**src/rtl/ysyx_25040129_clint_timer.sv**
```systemverilog
// ysyx_25040129_clint_timer -- core-local interruptor (CLINT) with AXI4-lite slave.
//
// Purpose:
//   Holds a free-running 64-bit mtime counter with a prescaler. Also holds per-hart
//   mtimecmp and msip registers. Drives per-hart timer (mtip) and software (msip)
//   interrupt lines.
//
// Register map (on addr[ADDR_W-1:0], word aligned):
//   0x0000+4h msip[h] (bit 0)
//   0x4000+8h mtimecmp[h] lo
//   0x4004+8h mtimecmp[h] hi
//   0xBFF8    mtime lo
//   0xBFFC    mtime hi
//   Any other offset is unmapped and answers SLVERR.
//
// Optional feature: CLINT_MTIME_WR_EN
//   Defined   : mtime is writable.
//   Undefined : mtime is read-only, and writes to it answer SLVERR.
//
// Ports:
//   clk, rst             clock, synchronous active-low reset
//   ar*/r*               AXI4-lite read channel (1-cycle read latency, no pipelining)
//   aw*/w*/b*            AXI4-lite write channel (AW and W accepted independently)
//   mtip[NHART]          registered (mtime >= mtimecmp[h])
//   msip[NHART]          msip register bits

// Per-hart state: mtimecmp, msip, registered timer compare.
module ysyx_25040129_clint_hart (
   input  logic        clk,
   input  logic        rst,
   input  logic [63:0] mtime,
   input  logic        cmp_we,
   input  logic        cmp_hi,
   input  logic        sip_we,
   input  logic [31:0] wdata,
   input  logic [3:0]  wstrb,
   output logic [63:0] mtimecmp,
   output logic        msip,
   output logic        mtip
);
   logic [31:0] cmp_old, cmp_new;

   always_comb begin
      cmp_old = cmp_hi ? mtimecmp[63:32] : mtimecmp[31:0];
      cmp_new = cmp_old;
      for (int b = 0; b < 4; b++)
         if (wstrb[b]) cmp_new[8*b +: 8] = wdata[8*b +: 8];
   end

   always_ff @(posedge clk) begin
      if (!rst) begin
         mtimecmp <= '1;
         msip     <= 1'b0;
         mtip     <= 1'b0;
      end else begin
         if (cmp_we) begin
            if (cmp_hi) mtimecmp[63:32] <= cmp_new;
            else        mtimecmp[31:0]  <= cmp_new;
         end
         if (sip_we && wstrb[0]) msip <= wdata[0];
         // Compare uses pre-edge values, so mtip lags mtime/mtimecmp by one cycle.
         mtip <= (mtime >= mtimecmp);
      end
   end
endmodule

module ysyx_25040129_clint_timer #(
   parameter int NHART    = 1,
   parameter int TICK_DIV = 1,
   parameter int ADDR_W   = 16
) (
   input  logic             clk,
   input  logic             rst,
   input  logic [31:0]      araddr,
   input  logic             arvalid,
   output logic             arready,
   output logic [31:0]      rdata,
   output logic [1:0]       rresp,
   output logic             rvalid,
   input  logic             rready,
   input  logic [31:0]      awaddr,
   input  logic             awvalid,
   output logic             awready,
   input  logic [31:0]      wdata,
   input  logic [3:0]       wstrb,
   input  logic             wvalid,
   output logic             wready,
   output logic [1:0]       bresp,
   output logic             bvalid,
   input  logic             bready,
   output logic [NHART-1:0] mtip,
   output logic [NHART-1:0] msip
);
`ifdef CLINT_MTIME_WR_EN
   localparam bit MTIME_WR = 1'b1;
`else
   localparam bit MTIME_WR = 1'b0;
`endif

   localparam logic [1:0] OKAY   = 2'b00;
   localparam logic [1:0] SLVERR = 2'b10;

   typedef enum logic [1:0] {K_NONE, K_MSIP, K_CMP, K_MTIME} kind_t;
   typedef struct packed {
      kind_t      kind;
      logic [2:0] hart;
      logic       hi;
   } dec_t;

   function automatic dec_t decode(input logic [ADDR_W-1:0] a);
      dec_t        d;
      logic [31:0] o;
      o      = 32'(a) & 32'hFFFF_FFFC;
      d.kind = K_NONE;
      d.hart = '0;
      d.hi   = 1'b0;
      if (o < 32'(4*NHART)) begin
         d.kind = K_MSIP;
         d.hart = o[4:2];
      end else if (o >= 32'h4000 && o < 32'h4000 + 32'(8*NHART)) begin
         d.kind = K_CMP;
         d.hart = o[5:3];
         d.hi   = o[2];
      end else if (o == 32'hBFF8 || o == 32'hBFFC) begin
         d.kind = K_MTIME;
         d.hi   = o[2];
      end
      return d;
   endfunction

   logic [63:0]            mtime;
   logic [15:0]            psc;
   logic                   wrap;
   logic [NHART-1:0][63:0] cmp_v;

   // ---------------- read channel ----------------
   typedef enum logic {R_IDLE, R_RESP} rstate_t;
   rstate_t     rstate, rstate_nx;
   dec_t        rdec;
   logic [31:0] rd_val;
   logic        rd_err;

   always_comb begin
      rdec   = decode(araddr[ADDR_W-1:0]);
      rd_val = '0;
      rd_err = 1'b0;
      case (rdec.kind)
         K_MSIP:  for (int h = 0; h < NHART; h++)
                     if (rdec.hart == 3'(h)) rd_val = {31'b0, msip[h]};
         K_CMP:   for (int h = 0; h < NHART; h++)
                     if (rdec.hart == 3'(h))
                        rd_val = rdec.hi ? cmp_v[h][63:32] : cmp_v[h][31:0];
         K_MTIME: rd_val = rdec.hi ? mtime[63:32] : mtime[31:0];
         default: rd_err = 1'b1;
      endcase
   end

   always_comb begin
      rstate_nx = rstate;
      case (rstate)
         R_IDLE:  if (arvalid) rstate_nx = R_RESP;
         R_RESP:  if (rready)  rstate_nx = R_IDLE;
         default: rstate_nx = R_IDLE;
      endcase
   end

   assign arready = (rstate == R_IDLE);
   assign rvalid  = (rstate == R_RESP);

   always_ff @(posedge clk) begin
      if (!rst) begin
         rstate <= R_IDLE;
         rdata  <= '0;
         rresp  <= OKAY;
      end else begin
         rstate <= rstate_nx;
         if (rstate == R_IDLE && arvalid) begin
            rdata <= rd_val;
            rresp <= rd_err ? SLVERR : OKAY;
         end
      end
   end

   // ---------------- write channel ----------------
   typedef enum logic [1:0] {W_IDLE, W_WAIT_W, W_WAIT_AW, W_RESP} wstate_t;
   wstate_t     wstate, wstate_nx;
   logic [31:0] awaddr_q, wdata_q;
   logic [3:0]  wstrb_q;
   logic        aw_hs, w_hs, aw_have, w_have, wr_fire, wr_err;
   logic [31:0] wr_addr, wr_data;
   logic [3:0]  wr_strb;
   dec_t        wdec;
   logic        mt_we;
   logic [NHART-1:0] cmp_we, sip_we;
   logic [31:0] mt_old, mt_new;

   assign awready = (wstate == W_IDLE) || (wstate == W_WAIT_AW);
   assign wready  = (wstate == W_IDLE) || (wstate == W_WAIT_W);
   assign bvalid  = (wstate == W_RESP);
   assign aw_hs   = awvalid && awready;
   assign w_hs    = wvalid && wready;
   // An address/data beat is "held" once latched or while it is handshaking now.
   assign aw_have = aw_hs || (wstate == W_WAIT_W);
   assign w_have  = w_hs  || (wstate == W_WAIT_AW);
   assign wr_fire = aw_have && w_have;
   assign wr_addr = (wstate == W_WAIT_W)  ? awaddr_q : awaddr;
   assign wr_data = (wstate == W_WAIT_AW) ? wdata_q  : wdata;
   assign wr_strb = (wstate == W_WAIT_AW) ? wstrb_q  : wstrb;

   always_comb begin
      wdec   = decode(wr_addr[ADDR_W-1:0]);
      wr_err = (wdec.kind == K_NONE) || (wdec.kind == K_MTIME && !MTIME_WR);
      mt_we  = wr_fire && (wdec.kind == K_MTIME) && MTIME_WR;
      cmp_we = '0;
      sip_we = '0;
      for (int h = 0; h < NHART; h++) begin
         if (wr_fire && wdec.kind == K_CMP  && wdec.hart == 3'(h)) cmp_we[h] = 1'b1;
         if (wr_fire && wdec.kind == K_MSIP && wdec.hart == 3'(h)) sip_we[h] = 1'b1;
      end
   end

   always_comb begin
      wstate_nx = wstate;
      case (wstate)
         W_IDLE: begin
            if (wr_fire)    wstate_nx = W_RESP;
            else if (aw_hs) wstate_nx = W_WAIT_W;
            else if (w_hs)  wstate_nx = W_WAIT_AW;
         end
         W_WAIT_W:  if (wr_fire) wstate_nx = W_RESP;
         W_WAIT_AW: if (wr_fire) wstate_nx = W_RESP;
         W_RESP:    if (bready)  wstate_nx = W_IDLE;
         default:   wstate_nx = W_IDLE;
      endcase
   end

   always_ff @(posedge clk) begin
      if (!rst) begin
         wstate   <= W_IDLE;
         bresp    <= OKAY;
         awaddr_q <= '0;
         wdata_q  <= '0;
         wstrb_q  <= '0;
      end else begin
         wstate <= wstate_nx;
         if (aw_hs) awaddr_q <= awaddr;
         if (w_hs) begin
            wdata_q <= wdata;
            wstrb_q <= wstrb;
         end
         if (wr_fire) bresp <= wr_err ? SLVERR : OKAY;
      end
   end

   // ---------------- mtime + prescaler ----------------
   assign wrap = (psc == 16'(TICK_DIV - 1));

   always_comb begin
      mt_old = wdec.hi ? mtime[63:32] : mtime[31:0];
      mt_new = mt_old;
      for (int b = 0; b < 4; b++)
         if (wr_strb[b]) mt_new[8*b +: 8] = wr_data[8*b +: 8];
   end

   always_ff @(posedge clk) begin
      if (!rst) begin
         psc   <= '0;
         mtime <= '0;
      end else begin
         psc <= wrap ? 16'd0 : psc + 16'd1;
         // A software write replaces the increment; a low-word write never carries.
         if (mt_we) begin
            if (wdec.hi) mtime[63:32] <= mt_new;
            else         mtime[31:0]  <= mt_new;
         end else if (wrap) begin
            mtime <= mtime + 64'd1;
         end
      end
   end

   // ---------------- per-hart state ----------------
   for (genvar h = 0; h < NHART; h++) begin : g_hart
      ysyx_25040129_clint_hart u_hart (
         .clk      (clk),
         .rst      (rst),
         .mtime    (mtime),
         .cmp_we   (cmp_we[h]),
         .cmp_hi   (wdec.hi),
         .sip_we   (sip_we[h]),
         .wdata    (wr_data),
         .wstrb    (wr_strb),
         .mtimecmp (cmp_v[h]),
         .msip     (msip[h]),
         .mtip     (mtip[h])
      );
   end

   // Address bits above ADDR_W are ignored by design.
   logic unused_addr;
   assign unused_addr = ^{araddr[31:ADDR_W], wr_addr[31:ADDR_W]};
endmodule

```
**config.mk**
```make
export PLATFORM = sky130hd
export DESIGN_NAME = ysyx_25040129_clint_timer
export DESIGN_NICKNAME = d
export VERILOG_FILES = /design/src/rtl/ysyx_25040129_clint_timer.sv
export SDC_FILE = /design/constraint.sdc
export NUM_CORES = 1
export LEC_CHECK = 0
export CAP_MARGIN = 30
export CORE_AREA = 2 2 179 181
export CTS_BUF_LIST = sky130_fd_sc_hd__clkbuf_4 sky130_fd_sc_hd__clkbuf_8
export DETAILED_ROUTE_END_ITERATION = 10
export DIE_AREA = 0 0 181 183
export GPL_TIMING_DRIVEN = 0
export PLACE_DENSITY_LB_ADDON = 0.25
export SYNTH_ARGS = -nofsm -noshare
export SYNTH_HDL_FRONTEND = slang
export SYNTH_HIERARCHICAL = 1
export SYNTH_SLANG_ARGS = --single-unit
export TNS_END_PERCENT = 20
```
**constraint.sdc**
```tcl
create_clock -name clk -period 3.5 [get_ports clk]
set_input_delay 0.35 -clock clk [delete_from_list [all_inputs] [get_ports clk]]
set_output_delay 0.35 -clock clk [all_outputs]
set_load 0.02 [all_outputs]
```
==> summary.txt <==
Power
  – Leakage: 6.11 nW
  – Power per Cell Area: 472 nW/um^2
  – Total power draw: 7.05 mW
  – Peak VDD IR: 0.000307 V

GRT
  – Initial antenna violation count: 0
  – First-pass GRT wire length: 60.9 mm
  – Grt peak-use layer: met2
  – Overflow after GRT: 0
  – Global-route met1 utilization: 30.9%
  – GRT met3 Usage: 3.99%
  – Vias in the first global route: 11300
  – Largest net degree at the start of global routing: 12
  – Routing usage on met2: 37.6%
  – GRT Util Overall: 23.1%

STA
  – Fin crit share: 92.3%
  – Final WS setup: 0.269 ns
  – Worst slew margin: 34.9%
  – Clock Skews: 0.0307 ns
  – Hold Fails Final Rpt: 0
  – Final min period: 3.23 ns
  – F_max: 310 MHz
  – RSZ-0062 raised after global routing: no
  – Final setup vio count: 0
  – Worst-Margin Slew: 0.970 ns
  – Final Slew Violations: 0

Synthesis
  – Asr flop ratio synth: 0%
  – Synth unique cells: 63
  – Syn Std Cell Area: 12300 sq um
  – Avg Inst Size Synth: 8.40 sq um
  – Sequential share of the synthesized area: 37.9%
  – Top_reg_cell synth: dfxtp_1
  – Number of synthesized flops with an enable pin: 0
  – Yosys reg bits: 233
  – Syn. warnings: 6
  – Synth Instances: 1465

Worst hold path
  – Worst min-delay path class: input pin to flop

Final layout
  – Final core utilization: 47.8%
  – Design Area, Final: 14900 sq um
  – Ant. Diodes: 0
  – Sequential cell area: 4660 sq um
  – Final nets: 1802
  – Layout fillers: 3071
  – Synth-to-Final Area Change: 21.2%
  – Share of layout cells above drive strength 1: 9.85%
  – Multi-input logic area: 6960 sq um

Job
  – Max-cap violations: 0

Drt
  – Total number of vias: 11400
  – DRC: 0
  – Iteration-0 DRC Markers: 901
  – WL final: 38.3 mm
  – Vias/cell: 5.54
  – 1st-pass router iterations: 5
  – Post-route ant nets: 0
  – WL per Instance: 18.6 microns

Worst setup path
  – Setup CP Type: flop to flop
  – Crit-path most repeated cell: buf_2
  – CP max stage delay: 0.33 ns
  – Worst EP arrival: 3.64 ns
  – Type of element launching the critical path: flop
  – Crit-path cells: inv_1 -> ha_1 -> buf_2 -> nor4b_1 -> nand4_1 -> nand2_1 -> a21oi_1 -> nor2_1 -> ha_1 -> inv_1 -> nor2_2 -> nor2b_2 -> and2_1 -> buf_2 -> buf_2 -> o211ai_1
  – Slowest CP cell: dfxtp_1
  – CP endpoint kind: flop
  – Crit-path max FO: 10
  – Critical path required time: 3.91 ns

Floorplanning
  – I/O Pins: 150
  – DIE AREA: 33100 sq um
  – Height of the die: 183 microns
  – Core area: 31200 sq um
  – Die X: 181 microns
  – Starting Density: 39.4%
  – Rows: 65

Placed design
  – Routability congestion estimate from global placement: 0.897
  – Dpl cell area: 13900 sq um
  – Worst slack, placed: -0.107 ns
  – I/O Buffers: 111
  – Hpwl dp: 29.1 mm

Clock network
  – Sink Count: 233
  – Post-CTS Hold Buffers: 0
  – CTS Buffer Depth: 3
  – Post-CTS setup repair buffer count: 0
  – CTS HTree Levels: 2
  – Root buffer cell: clkbuf_8
  – Clock slew at reported path FFs: 0.06 ns
  – Post_cts resized: 1
  – TritonCTS buffer count: 43
  – Worst-skew pair later-pin latency: 0.58 ns
  – CTS tree: built

Status
  – Status: complete, no violations
## worst paths after layout
check	startpoint	end	slack, ns	cells past startpoint
worst min register to register	wdata_q[8]$_SDFFE_PN0P_	wdata_q[8]$_SDFFE_PN0P_	0.45	2
worst max register to register	wstate[1]$_SDFFE_PN0P_	g_hart[0].u_hart/mtimecmp[5]$_SDFFE_PN1P_	0.27	16
worst min-delay path	rready	rvalid$_SDFF_PN0_	0.36	2
worst max-delay path	wstate[1]$_SDFFE_PN0P_	g_hart[0].u_hart/mtimecmp[5]$_SDFFE_PN1P_	0.27	16
## where the power goes
group / total, mW / leakage (nW) / switching, mW / internal [mW]
Sequential: 2.90 / 1.89 / 0.0923 / 2.81
Clock: 2.90 / 0.502 / 1.17 / 1.72
Combinational: 1.25 / 3.72 / 0.726 / 0.520
Total: 7.05 / 6.11 / 1.99 / 5.05
## flip-flops by register name, summed over array words and instances (netlist names)
signal,flops
g_hart.u_hart/msip,1
mtime,64
rvalid,1
wstrb_q,4
bresp,1
rresp,1
g_hart.u_hart/mtimecmp,64
wstate,2
awaddr_q,14
psc,16
rdata,32
g_hart.u_hart/mtip,1
wdata_q,32
## metrics by stage
| stage | std cells | setup TNS (ns) | hold WS, ns |
|---|---|---|---|
| finish | 2057 | 0 | 0.364 |
| global route | 2057 | 0 | 0.345 |
| CTS | 2056 | 0 | 0.335 |
| detailed placement | 1979 | -0.965 | 0.446 |
| global placement | 1979 | -1.37 | 0.438 |
| floorplan | 1466 | 0 | 0.430 |
## cell usage after synthesis (2+ instances only)
cell | number | area, sq um
o21ai_1 | 3 | 15.0
nand4_1 | 46 | 288
inv_1 | 87 | 327
buf_4 | 3 | 22.5
o21ai_0 | 42 | 210
a21oi_1 | 130 | 651
or3_1 | 27 | 169
a211oi_1 | 4 | 30.0
o211ai_1 | 65 | 488
or2_2 | 7 | 43.8
nor4b_1 | 3 | 26.3
buf_1 | 6 | 22.5
xnor2_1 | 10 | 87.6
nor2_1 | 58 | 218
nand4_4 | 2 | 42.5
nor3_1 | 19 | 95.1
a21o_1 | 7 | 52.6
ha_1 | 72 | 901
nor2b_1 | 6 | 37.5
mux2_2 | 37 | 417
a22o_1 | 31 | 272
nand2b_1 | 2 | 12.5
nand2_1 | 225 | 845
dfxtp_1 | 233 | 4660
o31ai_1 | 16 | 120
nand4b_1 | 3 | 26.3
mux2i_1 | 67 | 671
and2_1 | 8 | 50.1
buf_2 | 12 | 60.1
nand3_1 | 40 | 200
buf_6 | 2 | 22.5
or3_2 | 2 | 15.0
clkbuf_1 | 61 | 229
o22ai_1 | 33 | 206
xor2_1 | 21 | 184
nor4_1 | 20 | 125
and3_1 | 9 | 56.3
and4_1 | 3 | 26.3
and4_2 | 3 | 30.0
or4_1 | 17 | 128
## final cells by class
| type | instances | area share, % |
|---|---|---|
| Sequential cell | 233 | 31.3 |
| Buffer | 85 | 2.47 |
| Multi-Input combinational cell | 1061 | 46.7 |
| Tap cell | 402 | 3.37 |
| Clock buffer | 71 | 5.88 |
| Clock inverter | 6 | 0.587 |
| Timing Repair Buffer | 112 | 7.55 |
| Inverter | 87 | 2.19 |
## cell families after synthesis
group | synth area share, %
muxes | 8.84
xor gates and xnor gates | 2.21
buffers and inverters | 5.59
DFF | 37.9
and+or+nand+nor | 20.5
AOI/OAI and AO/OA | 17.6
adders and majority gates | 7.32
other | 0.0305
## worst max-delay path, delay by kind of cell (launching register included)
family	cells	cell delay, ns
AOI/OAI and AO/OA	2	0.21
and+or+nand+nor	7	1.33
adders and majority gates	2	0.36
buffers and inverters	5	0.83
DFF	1	0.33
## per-layer routing
| metal | vias to the layer above | share of wire [%] |
|---|---|---|
| li1 | 5620 | - |
| met1 | 5368 | 46 |
| met2 | 329 | 45 |
| met3 | 86 | 6.1 |
| met4 | 0 | 3.2 |
| met5 | - | 0 |
## cell usage in the layout, fill, tap and decap left out, types with 56 or more instances in the layout
master           synthesis  routed
dfxtp_1                233     233
nand2_1                225     225
a21oi_1                130     130
clkdlybuf4s50_1          0     111
inv_1                   87      87
ha_1                    72      72
mux2i_1                 67      67
o211ai_1                65      65
nor2_1                  58      57
clkbuf_1                61      56
(Power assumes the default switching activity.)
